File: config.mk
export PLATFORM = sky130hd
export DESIGN_NAME = pipe_stage_ctrl
export DESIGN_NICKNAME = d
export VERILOG_FILES = /design/src/rtl/pipe_ctrl_pkg.sv /design/src/rtl/pipe_bus_track.sv /design/src/rtl/pipe_stage_ctrl.sv
export SDC_FILE = /design/constraint.sdc
export NUM_CORES = 1
export LEC_CHECK = 0
export ABC_CLOCK_PERIOD_IN_PS = 2250
export CORE_AREA = 2 2 39 41
export CTS_CLUSTER_SIZE = 12
export DETAILED_ROUTE_END_ITERATION = 6
export DIE_AREA = 0 0 41 43
export PLACE_DENSITY = 0.67
export SYNTH_ARGS = -nofsm -noshare
export SYNTH_HDL_FRONTEND = slang
export SYNTH_HIERARCHICAL = 1
export SYNTH_SLANG_ARGS = --single-unit
export TNS_END_PERCENT = 20
File: constraint.sdc
create_clock -name clk -period 2.25 [get_ports clk]
set_input_delay 0.45 -clock clk [delete_from_list [all_inputs] [get_ports clk]]
set_output_delay 0.45 -clock clk [all_outputs]
set_load 0.01 [all_outputs]
File: src/rtl/pipe_ctrl_pkg.sv
// pipe_ctrl_pkg: segment indices, FSM state types and hazard causes for pipe_stage_ctrl.
// Contents:
//   SEG_IF_ID..SEG_MEM_WB  bit positions of the four segment registers in seg_stall/seg_refresh
//   fetch_state_e          F_IDLE, F_WAIT, F_DISCARD
//   data_state_e           D_IDLE, D_WAIT
//   cause_e                winning hazard cause of the current cycle
//   seg_bit()              one-hot mask of a segment index
package pipe_ctrl_pkg;
    localparam int SEG_IF_ID  = 0;
    localparam int SEG_ID_EX  = 1;
    localparam int SEG_EX_MEM = 2;
    localparam int SEG_MEM_WB = 3;
    typedef enum logic [1:0] {F_IDLE, F_WAIT, F_DISCARD} fetch_state_e;
    typedef enum logic [1:0] {D_IDLE, D_WAIT} data_state_e;
    typedef enum logic [2:0] {C_NONE, C_FLUSH, C_DSTALL, C_DIV, C_LU, C_ISTALL} cause_e;
    function automatic logic [3:0] seg_bit(input int i);
        return 4'b0001 << i;
    endfunction
endpackage

File: src/rtl/pipe_bus_track.sv
// pipe_bus_track: tracks one outstanding SRAM-like transaction and reports when it stalls the pipe.
// Parameter: DISCARD_EN  when set, a flush kills the outstanding fetch and the reply is dropped (F_DISCARD)
// Ports:
//   clk, reset           clock, synchronous active-high reset
//   req_i                request presented
//   addr_ok_i            bus accepted the request
//   data_ok_i            bus returned data / ack
//   flush_i              pipeline flush (only honoured with DISCARD_EN)
//   state_o              current state (fetch_state_e encoding; D_IDLE/D_WAIT share F_IDLE/F_WAIT codes)
//   stall_o              transaction is holding up its stage
module pipe_bus_track
    import pipe_ctrl_pkg::*;
#(
    parameter bit DISCARD_EN = 1'b0
) (
    input  logic       clk,
    input  logic       reset,
    input  logic       req_i,
    input  logic       addr_ok_i,
    input  logic       data_ok_i,
    input  logic       flush_i,
    output logic [1:0] state_o,
    output logic       stall_o
);
    fetch_state_e state_q, state_d;
    logic kill;
    always_comb begin
        kill = DISCARD_EN && flush_i;
        state_d = state_q;
        case (state_q)
            F_IDLE:    if (req_i && addr_ok_i) state_d = kill ? F_DISCARD : F_WAIT;
            F_WAIT:    state_d = data_ok_i ? F_IDLE : kill ? F_DISCARD : F_WAIT;
            F_DISCARD: if (data_ok_i) state_d = F_IDLE;
            default:   state_d = F_IDLE;
        endcase
        stall_o = (state_q == F_IDLE && req_i && !addr_ok_i) || (state_q == F_WAIT && !data_ok_i) || state_q == F_DISCARD;
        state_o = state_q;
    end
    always_ff @(posedge clk)
        if (reset) state_q <= F_IDLE;
        else state_q <= state_d;
endmodule

File: src/rtl/pipe_stage_ctrl.sv
// pipe_stage_ctrl: stall/flush controller for a 5-stage pipeline with inst/data bus tracking.
// Optional feature: PIPE_CTRL_PERF_EN adds four PERF_W-bit stall-cycle counters and their ports.
// Ports:
//   clk, reset                         clock, synchronous active-high reset
//   id_load_use, ex_div_busy           ID load-use hazard, EX multicycle unit busy
//   mem_flush                          exception/eret commit pulse in MEM
//   if_req, if_addr_ok, if_data_ok     instruction bus handshake
//   mem_req, mem_addr_ok, mem_data_ok  data bus handshake
//   if_req_allow, if_discard           fetch may issue / drop returning inst data
//   pc_stall, seg_stall, seg_refresh   PC hold, segment hold and bubble ([0]=if_id..[3]=mem_wb)
//   perf_*_cnt                         winning-cause cycle counters (PIPE_CTRL_PERF_EN only)
module pipe_stage_ctrl
    import pipe_ctrl_pkg::*;
#(
    parameter int PERF_W = 32
) (
    input  logic       clk,
    input  logic       reset,
    input  logic       id_load_use,
    input  logic       ex_div_busy,
    input  logic       mem_flush,
    input  logic       if_req,
    input  logic       if_addr_ok,
    input  logic       if_data_ok,
    input  logic       mem_req,
    input  logic       mem_addr_ok,
    input  logic       mem_data_ok,
    output logic       if_req_allow,
    output logic       if_discard,
    output logic       pc_stall,
    output logic [3:0] seg_stall,
    output logic [3:0] seg_refresh
`ifdef PIPE_CTRL_PERF_EN
    ,
    output logic [PERF_W-1:0] perf_dstall_cnt,
    output logic [PERF_W-1:0] perf_div_cnt,
    output logic [PERF_W-1:0] perf_lu_cnt,
    output logic [PERF_W-1:0] perf_istall_cnt
`endif
);
    logic [1:0] f_st, d_st;
    fetch_state_e f_state;
    data_state_e d_state;
    logic istall, dstall;
    cause_e cause;
    pipe_bus_track #(.DISCARD_EN(1'b1)) u_inst (
        .clk       (clk),
        .reset     (reset),
        .req_i     (if_req),
        .addr_ok_i (if_addr_ok),
        .data_ok_i (if_data_ok),
        .flush_i   (mem_flush),
        .state_o   (f_st),
        .stall_o   (istall)
    );
    pipe_bus_track #(.DISCARD_EN(1'b0)) u_data (
        .clk       (clk),
        .reset     (reset),
        .req_i     (mem_req),
        .addr_ok_i (mem_addr_ok),
        .data_ok_i (mem_data_ok),
        .flush_i   (1'b0),
        .state_o   (d_st),
        .stall_o   (dstall)
    );
    // Each stall cause bubbles the segment just past the held region, so the
    // held segments are exactly the ones below the refreshed bit.
    always_comb begin
        f_state = fetch_state_e'(f_st);
        d_state = data_state_e'(d_st);
        cause = mem_flush ? C_FLUSH : dstall ? C_DSTALL : ex_div_busy ? C_DIV :
                id_load_use ? C_LU : istall ? C_ISTALL : C_NONE;
        seg_refresh = (reset || cause == C_FLUSH) ? 4'b1111 :
                      cause == C_DSTALL ? seg_bit(SEG_MEM_WB) :
                      cause == C_DIV    ? seg_bit(SEG_EX_MEM) :
                      cause == C_LU     ? seg_bit(SEG_ID_EX) :
                      cause == C_ISTALL ? seg_bit(SEG_IF_ID) : 4'b0000;
        pc_stall = !reset && cause != C_NONE && cause != C_FLUSH;
        seg_stall = pc_stall ? seg_refresh - 4'd1 : 4'd0;
        if_req_allow = !reset && f_state == F_IDLE;
        // A flush in F_WAIT kills the fetch now, including data returning this very cycle.
        if_discard = !reset && (f_state == F_DISCARD || (mem_flush && f_state == F_WAIT));
    end
    assert property (@(posedge clk) disable iff (reset) !(mem_flush && d_state == D_WAIT));
`ifdef PIPE_CTRL_PERF_EN
    logic [PERF_W-1:0] dstall_q, div_q, lu_q, istall_q;
    always_ff @(posedge clk)
        if (reset) begin
            dstall_q <= '0;
            div_q <= '0;
            lu_q <= '0;
            istall_q <= '0;
        end else begin
            dstall_q <= dstall_q + PERF_W'(cause == C_DSTALL);
            div_q <= div_q + PERF_W'(cause == C_DIV);
            lu_q <= lu_q + PERF_W'(cause == C_LU);
            istall_q <= istall_q + PERF_W'(cause == C_ISTALL);
        end
    assign perf_dstall_cnt = dstall_q;
    assign perf_div_cnt = div_q;
    assign perf_lu_cnt = lu_q;
    assign perf_istall_cnt = istall_q;
`endif
endmodule

==> results.txt, run 1 <==
Initial antenna violation count = 0
Max Slew Vio Count = 0
Post-Syn Area = 317 um^2
Root buffer cell = clkbuf_4
Clock buffer count from CTS = 3
Mapped Avg Cell Area = 7.36 um^2
Vias in the first global route = 419
Post-route insts no fill = 96
Share of layout cells above drive strength 1 = 0.538
Peak supply drop = 0.000232 V
Buf/Inv on CP = 4
FILL cells = 144
TNS Setup = 0 ns
Power Dens Cells = 372 mW/mm^2
Status = finished, final reports clean
Unrepaired setup endpoints after global routing = yes
Vias per inst = 4.52
Routability cong. = 0.721
Crit Path Max Fanout = 3
1st-pass router iterations = 2
Routed wire per std cell = 10.1 um
Initial drt markers = 5
Final wirelength = 971 um
Chip Height = 43 um
Max-cap violations = 0
Die area = 0.00176 mm^2
Critical Path AT = 1.79 ns
Startpoint types = input pin
GRT Overall Usage = 0.131
Initial Util = 0.229
Worst Path Required = 1.80 ns
Setup ws final = 0.0121 ns
Max stage delay on crit path = 0.34 ns
GR Overflow Total = 0
Core Util, Final = 0.517
Maximum number of pins on one net before global-route repair = 8
DRT met1 WL = 421 um
WS Path Type = input pin to output pin
CTS Hold Buffers Added = 0
Longest Clk Path Bufs = 2
Synthesis Warnings = 6
Clock latency on the worst-skew pair = 0.23 ns
Pleak = 0.332 nW
Post-Syn Nets = 55
Min Clock Period, post-route = 2.24 ns
DRT antenna net count = 0
Final Hold Fails = 0
Top layer in use = met3
I/O Buffers = 20
Cell count of the worst hold path = 2
Diodes inserted = 0
Wire length on met3 = 79 um
Syn Inst Count = 43
Min Hold Slack = 0.518 ns
HP Class = flip-flop to flip-flop
Clock transition at the registers of the reported paths = 0.04 ns
Die X = 41 um
I/O pins = 22
Row cnt = 14
Fin Clk Skew = 0.0000139 ns
CTS tree = done
Core area = 0.00138 mm^2
Worst path cell trace = buf_6 > nor2b_4 > o31a_2 > buf_6 > o41ai_4 > buf_4 > nor2_1 > buf_2
CTS sink cnt = 3
Pre-CTS worst setup slack = -0.751 ns
Tcrit/Tclk final = 0.995
First-pass GRT wire length = 1600 um
Detailed-route via count = 434
Layout overhead on the synthesized area = 126%
Worst Reg-to-Reg Cells = 3
Final HPWL DP = 670 um
DRC errors left = 0
Worst path depth = 8
CP top delay family = compound AO/OA/AOI/OAI gates
Critical Path Sink Type = output pin
Met2 wire length = 470 um
Htree depth = 1
Nets@finish = 93
CP max stage cell = o31a_2
Final setup violation count = 0
CP most frequent cell = buf_6
Post-Place Cells = 89
FMAX = 0.447 GHz
stage by stage:
step           total power, mW  cell area, um^2
4_1_cts                  0.261              687
5_1_grt                  0.289              716
2_1_floorplan           0.0950              317
3_3_place_gp             0.156              612
3_5_place_dp             0.156              612
6_report                 0.267              716
final timing paths:
check / from / endpoint / slack (ns)
worst max-delay path: if_req / seg_stall[2] / 0.01
worst min-delay path: u_data/state_o[0]$_SDFFE_PP0P_ / u_data/state_o[0]$_SDFFE_PP0P_ / 0.52
worst max register to register: u_inst/state_o[1]$_SDFFE_PP0P_ / u_inst/state_o[1]$_SDFFE_PP0P_ / 1.37
worst min register to register: u_data/state_o[0]$_SDFFE_PP0P_ / u_data/state_o[0]$_SDFFE_PP0P_ / 0.52
cell usage in the layout, fill, tap and decap left out, types with 2 or more instances in the layout:
master	count
buf_4	12
dlygate4sd2_1	8
nand2_1	3
clkbuf_4	3
clkbuf_2	3
clkdlybuf4s50_1	3
buf_6	3
buf_2	3
nor2_4	2
nand2_2	2
inv_1	2
nor2_1	2
nor3_1	2
nand3b_1	2
a21oi_1	2
nand2b_4	2
dfxtp_2	2
layer usage:
| layer | track usage | vias up |
|---|---|---|
| met5 | 0 | - |
| met3 | 0.0419 | 0 |
| met4 | 0.0400 | 0 |
| met1 | 0.163 | 194 |
| met2 | 0.206 | 17 |
| li1 | - | 223 |
worst register-to-register path, stage by stage (launching register included):
cell	delay, ns
dfxtp_1	0.34
buf_4	0.14
nor4b_1	0.21
a31o_1	0.13
power by group:
| group | internal [mW] | leakage (nW) | switching, mW |
|---|---|---|---|
| Clock | 0.0664 | 0.0150 | 0.0274 |
| Sequential | 0.0563 | 0.0254 | 0.00262 |
| Combinational | 0.0643 | 0.291 | 0.0496 |
timing repair:
item,CTS,global route
resized for setup,35,23
buffers inserted,3,0
pin swaps,11,6
endpoints found under the setup margin,10,7
sequential cells by signal, indices dropped and copies added (netlist names):
register and count:
u_inst/state_o 2, u_data/state_o 1
cell type report:
type                            count  area (um^2)  share of cell area
Sequential cell                     3         62.6              0.0874
Multi-Input combinational cell     37          323               0.451
Timing Repair Buffer               34          277               0.386
Tap cell                           16         20.0              0.0280
Inverter                            2         7.51              0.0105
Clock buffer                        4         26.3              0.0367
Note: power is estimated with default switching activity, not from simulation.
==> run 2: changes to the inputs <==
- ABC_CLOCK_PERIOD_IN_PS: 2250 -> 2400
- REMOVE_ABC_BUFFERS: default -> 1
- clock period: 2.25 -> 2.4 ns (I/O delays scaled with it)
==> run 2 against run 1 <==
  * Die area stayed put
  * Clock skew hardly changed
  * Sequential share of layout area is 0.67 points lower
==> results.txt, run 2 (synthesis gave the netlist of run 1 again) <==
Routability cong. = 0.656 (was 0.721)
Nets@finish = 96 (was 93)
Maximum number of pins on one net before global-route repair = 8 (unchanged)
Clock transition at the registers of the reported paths = 0.04 ns (about the same)
Status = finished, final reports clean (unchanged)
Pleak = 0.398 nW (was 0.332 nW)
Startpoint types = input pin (unchanged)
DRC errors left = 0 (unchanged)
Routed wire per std cell = 10.3 um (was 10.1 um)
Row cnt = 14 (unchanged)
Tcrit/Tclk final = 0.971
DRT antenna net count = 0 (unchanged)
CTS sink cnt = 3 (unchanged)
Design internal power = 178 uW (was 187 uW)
Share of layout cells above drive strength 1 = 0.482 (was 0.538)
Core area = 0.00138 mm^2 (unchanged)
Worst Path Required = 1.92 ns (was 1.80 ns)
Htree depth = 1 (unchanged)
CTS tree = done (unchanged)
Clock latency on the worst-skew pair = 0.23 ns (about the same)
Final setup violation count = 0 (unchanged)
First-pass GRT wire length = 1490 um (was 1600 um)
Clock buffer count from CTS = 3 (unchanged)
GR Overflow Total = 0 (unchanged)
Critical Path Sink Type = output pin (unchanged)
Initial drt markers = 3 (was 5)
Layout overhead on the synthesized area = 135% (was 126%)
FILL cells = 149 (was 144)
Root buffer cell = clkbuf_4 (unchanged)
Initial Util = 0.229 (unchanged)
WS Path Type = input pin to output pin (unchanged)
Longest Clk Path Bufs = 2 (unchanged)
FMAX = 0.429 GHz
Die area = 0.00176 mm^2 (unchanged)
NetSw = 74.3 uW (was 79.6 uW)
1st-pass router iterations = 4 (was 2)
Combinational power share = 0.424 (was 0.427)
Max-cap violations = 0 (unchanged)
Min Hold Slack = 0.533 ns (was 0.518 ns)
Critical Path AT = 1.85 ns (was 1.79 ns)
Most frequent cells in the layout = 16 x buf_4, 8 x dlymetal6s2s_1, 5 x nand2_1, 5 x buf_2, 4 x clkdlybuf4s50_1 (was 12 x buf_4, 8 x dlygate4sd2_1)
Die X = 41 um (unchanged)
TNS Setup = 0 ns (unchanged)
Peak supply drop = 0.000163 V (was 0.000232 V)
GRT Overall Usage = 0.122 (was 0.131)
Post-route insts no fill = 99 (was 96)
Sequential Power Share = 0.218 (was 0.221)
CTS Hold Buffers Added = 0 (unchanged)
Vias in the first global route = 393 (was 419)
I/O pins = 22 (unchanged)
Most common cell after layout, fill and taps aside = buf_4 (unchanged)
Initial antenna violation count = 0 (unchanged)
Chip Height = 43 um (unchanged)
Final wirelength = 1020 um (was 971 um)
Detailed-route via count = 436 (was 434)
Clock power share = 0.358 (was 0.352)
Final Hold Fails = 0 (unchanged)
Unrepaired setup endpoints after global routing = no (was yes)
Post-Place Cells = 89 (unchanged)
Worst reg2reg setup slack = 1.50 ns (was 1.37 ns)
I/O Buffers = 20 (unchanged)
Fin Clk Skew = 0.0000103 ns (was 0.0000139 ns)
Diodes inserted = 0 (unchanged)
HP Class = flip-flop to flip-flop (unchanged)
Final HPWL DP = 703 um (was 670 um)
Power Dens Cells = 339 mW/mm^2 (was 372 mW/mm^2)
Max Slew Vio Count = 0 (unchanged)
Crit Path Max Fanout = 2 (was 3)
Largest register FFs = 2 (unchanged)
Min Clock Period, post-route = 2.33 ns
Switching Share = 0.295 (was 0.299)
Vias per inst = 4.40 (was 4.52)
-- run 2: cell count changes in the layout (fill, tap and decap cells not counted), moves of 3 or more --
cell / delta
clkbuf_2: -3
dlygate4sd2_1: -5
dlymetal6s2s_1: +7
buf_4: +4
-- run 2: area by class of cell --
type | instances | area (um^2) | share of cell area
multi-input cells | 37 | 308 | 0.413
inverters | 2 | 7.51 | 0.0101
flip-flops and latches | 3 | 60.1 | 0.0807
clock buffers | 4 | 26.3 | 0.0353
repair buffers | 37 | 323 | 0.434
well taps | 16 | 20.0 | 0.0269
-- run 2: stage by stage --
step	util	setup WS, ns	power [mW]	instance area [um^2]
2_1_floorplan	-	0.222	0.0879	309
3_3_place_gp	0.442	-0.638	0.147	612
3_5_place_dp	0.442	-0.655	0.147	612
6_report	0.538	0.0706	0.252	744
4_1_cts	0.459	-0.214	0.240	636
5_1_grt	0.538	0.0133	0.271	744
-- run 2: final timing paths --
kind                                        from  depth (start not counted)                             end
hold reg to reg   u_data/state_o[0]$_SDFFE_PP0P_                          2  u_data/state_o[0]$_SDFFE_PP0P_
setup / recovery                     id_load_use                          9                  seg_refresh[0]
setup reg to reg  u_inst/state_o[0]$_SDFFE_PP0P_                          2  u_inst/state_o[0]$_SDFFE_PP0P_
hold / removal    u_data/state_o[0]$_SDFFE_PP0P_                          2  u_data/state_o[0]$_SDFFE_PP0P_
-- run 2: power groups by stage --
stage                     clock network [mW]  registers (mW)  logic [mW]
final                                 0.0902          0.0550       0.107
after global routing                   0.100          0.0553       0.116
after CTS                             0.0952          0.0544      0.0909
after detailed placement                   0          0.0552      0.0920
after global placement                     0          0.0551      0.0915
after floorplan                            0          0.0551      0.0328
-- run 2: layer usage --
layer | routed length, um | track usage
met5 | 0 | 0
met4 | 0 | 0.0400
met3 | 70 | 0.0471
met2 | 506 | 0.184
met1 | 440 | 0.154
-- run 2: worst max-delay path, cell delays in order --
cell,delay (ns)
clkdlybuf4s50_1,0.44
nor3_2,0.16
nand2_1,0.10
buf_4,0.14
buf_4,0.12
buf_4,0.12
buf_4,0.12
nand2_1,0.06
buf_2,0.12
-- run 2: what timing repair did --
action                                  4_1_cts  5_1_grt
hold endpoints to repair                      0        0
endpoints found under the setup margin        8        7
resized for setup                            24       22
buffers inserted                              2        4
pin swaps                                     4        7
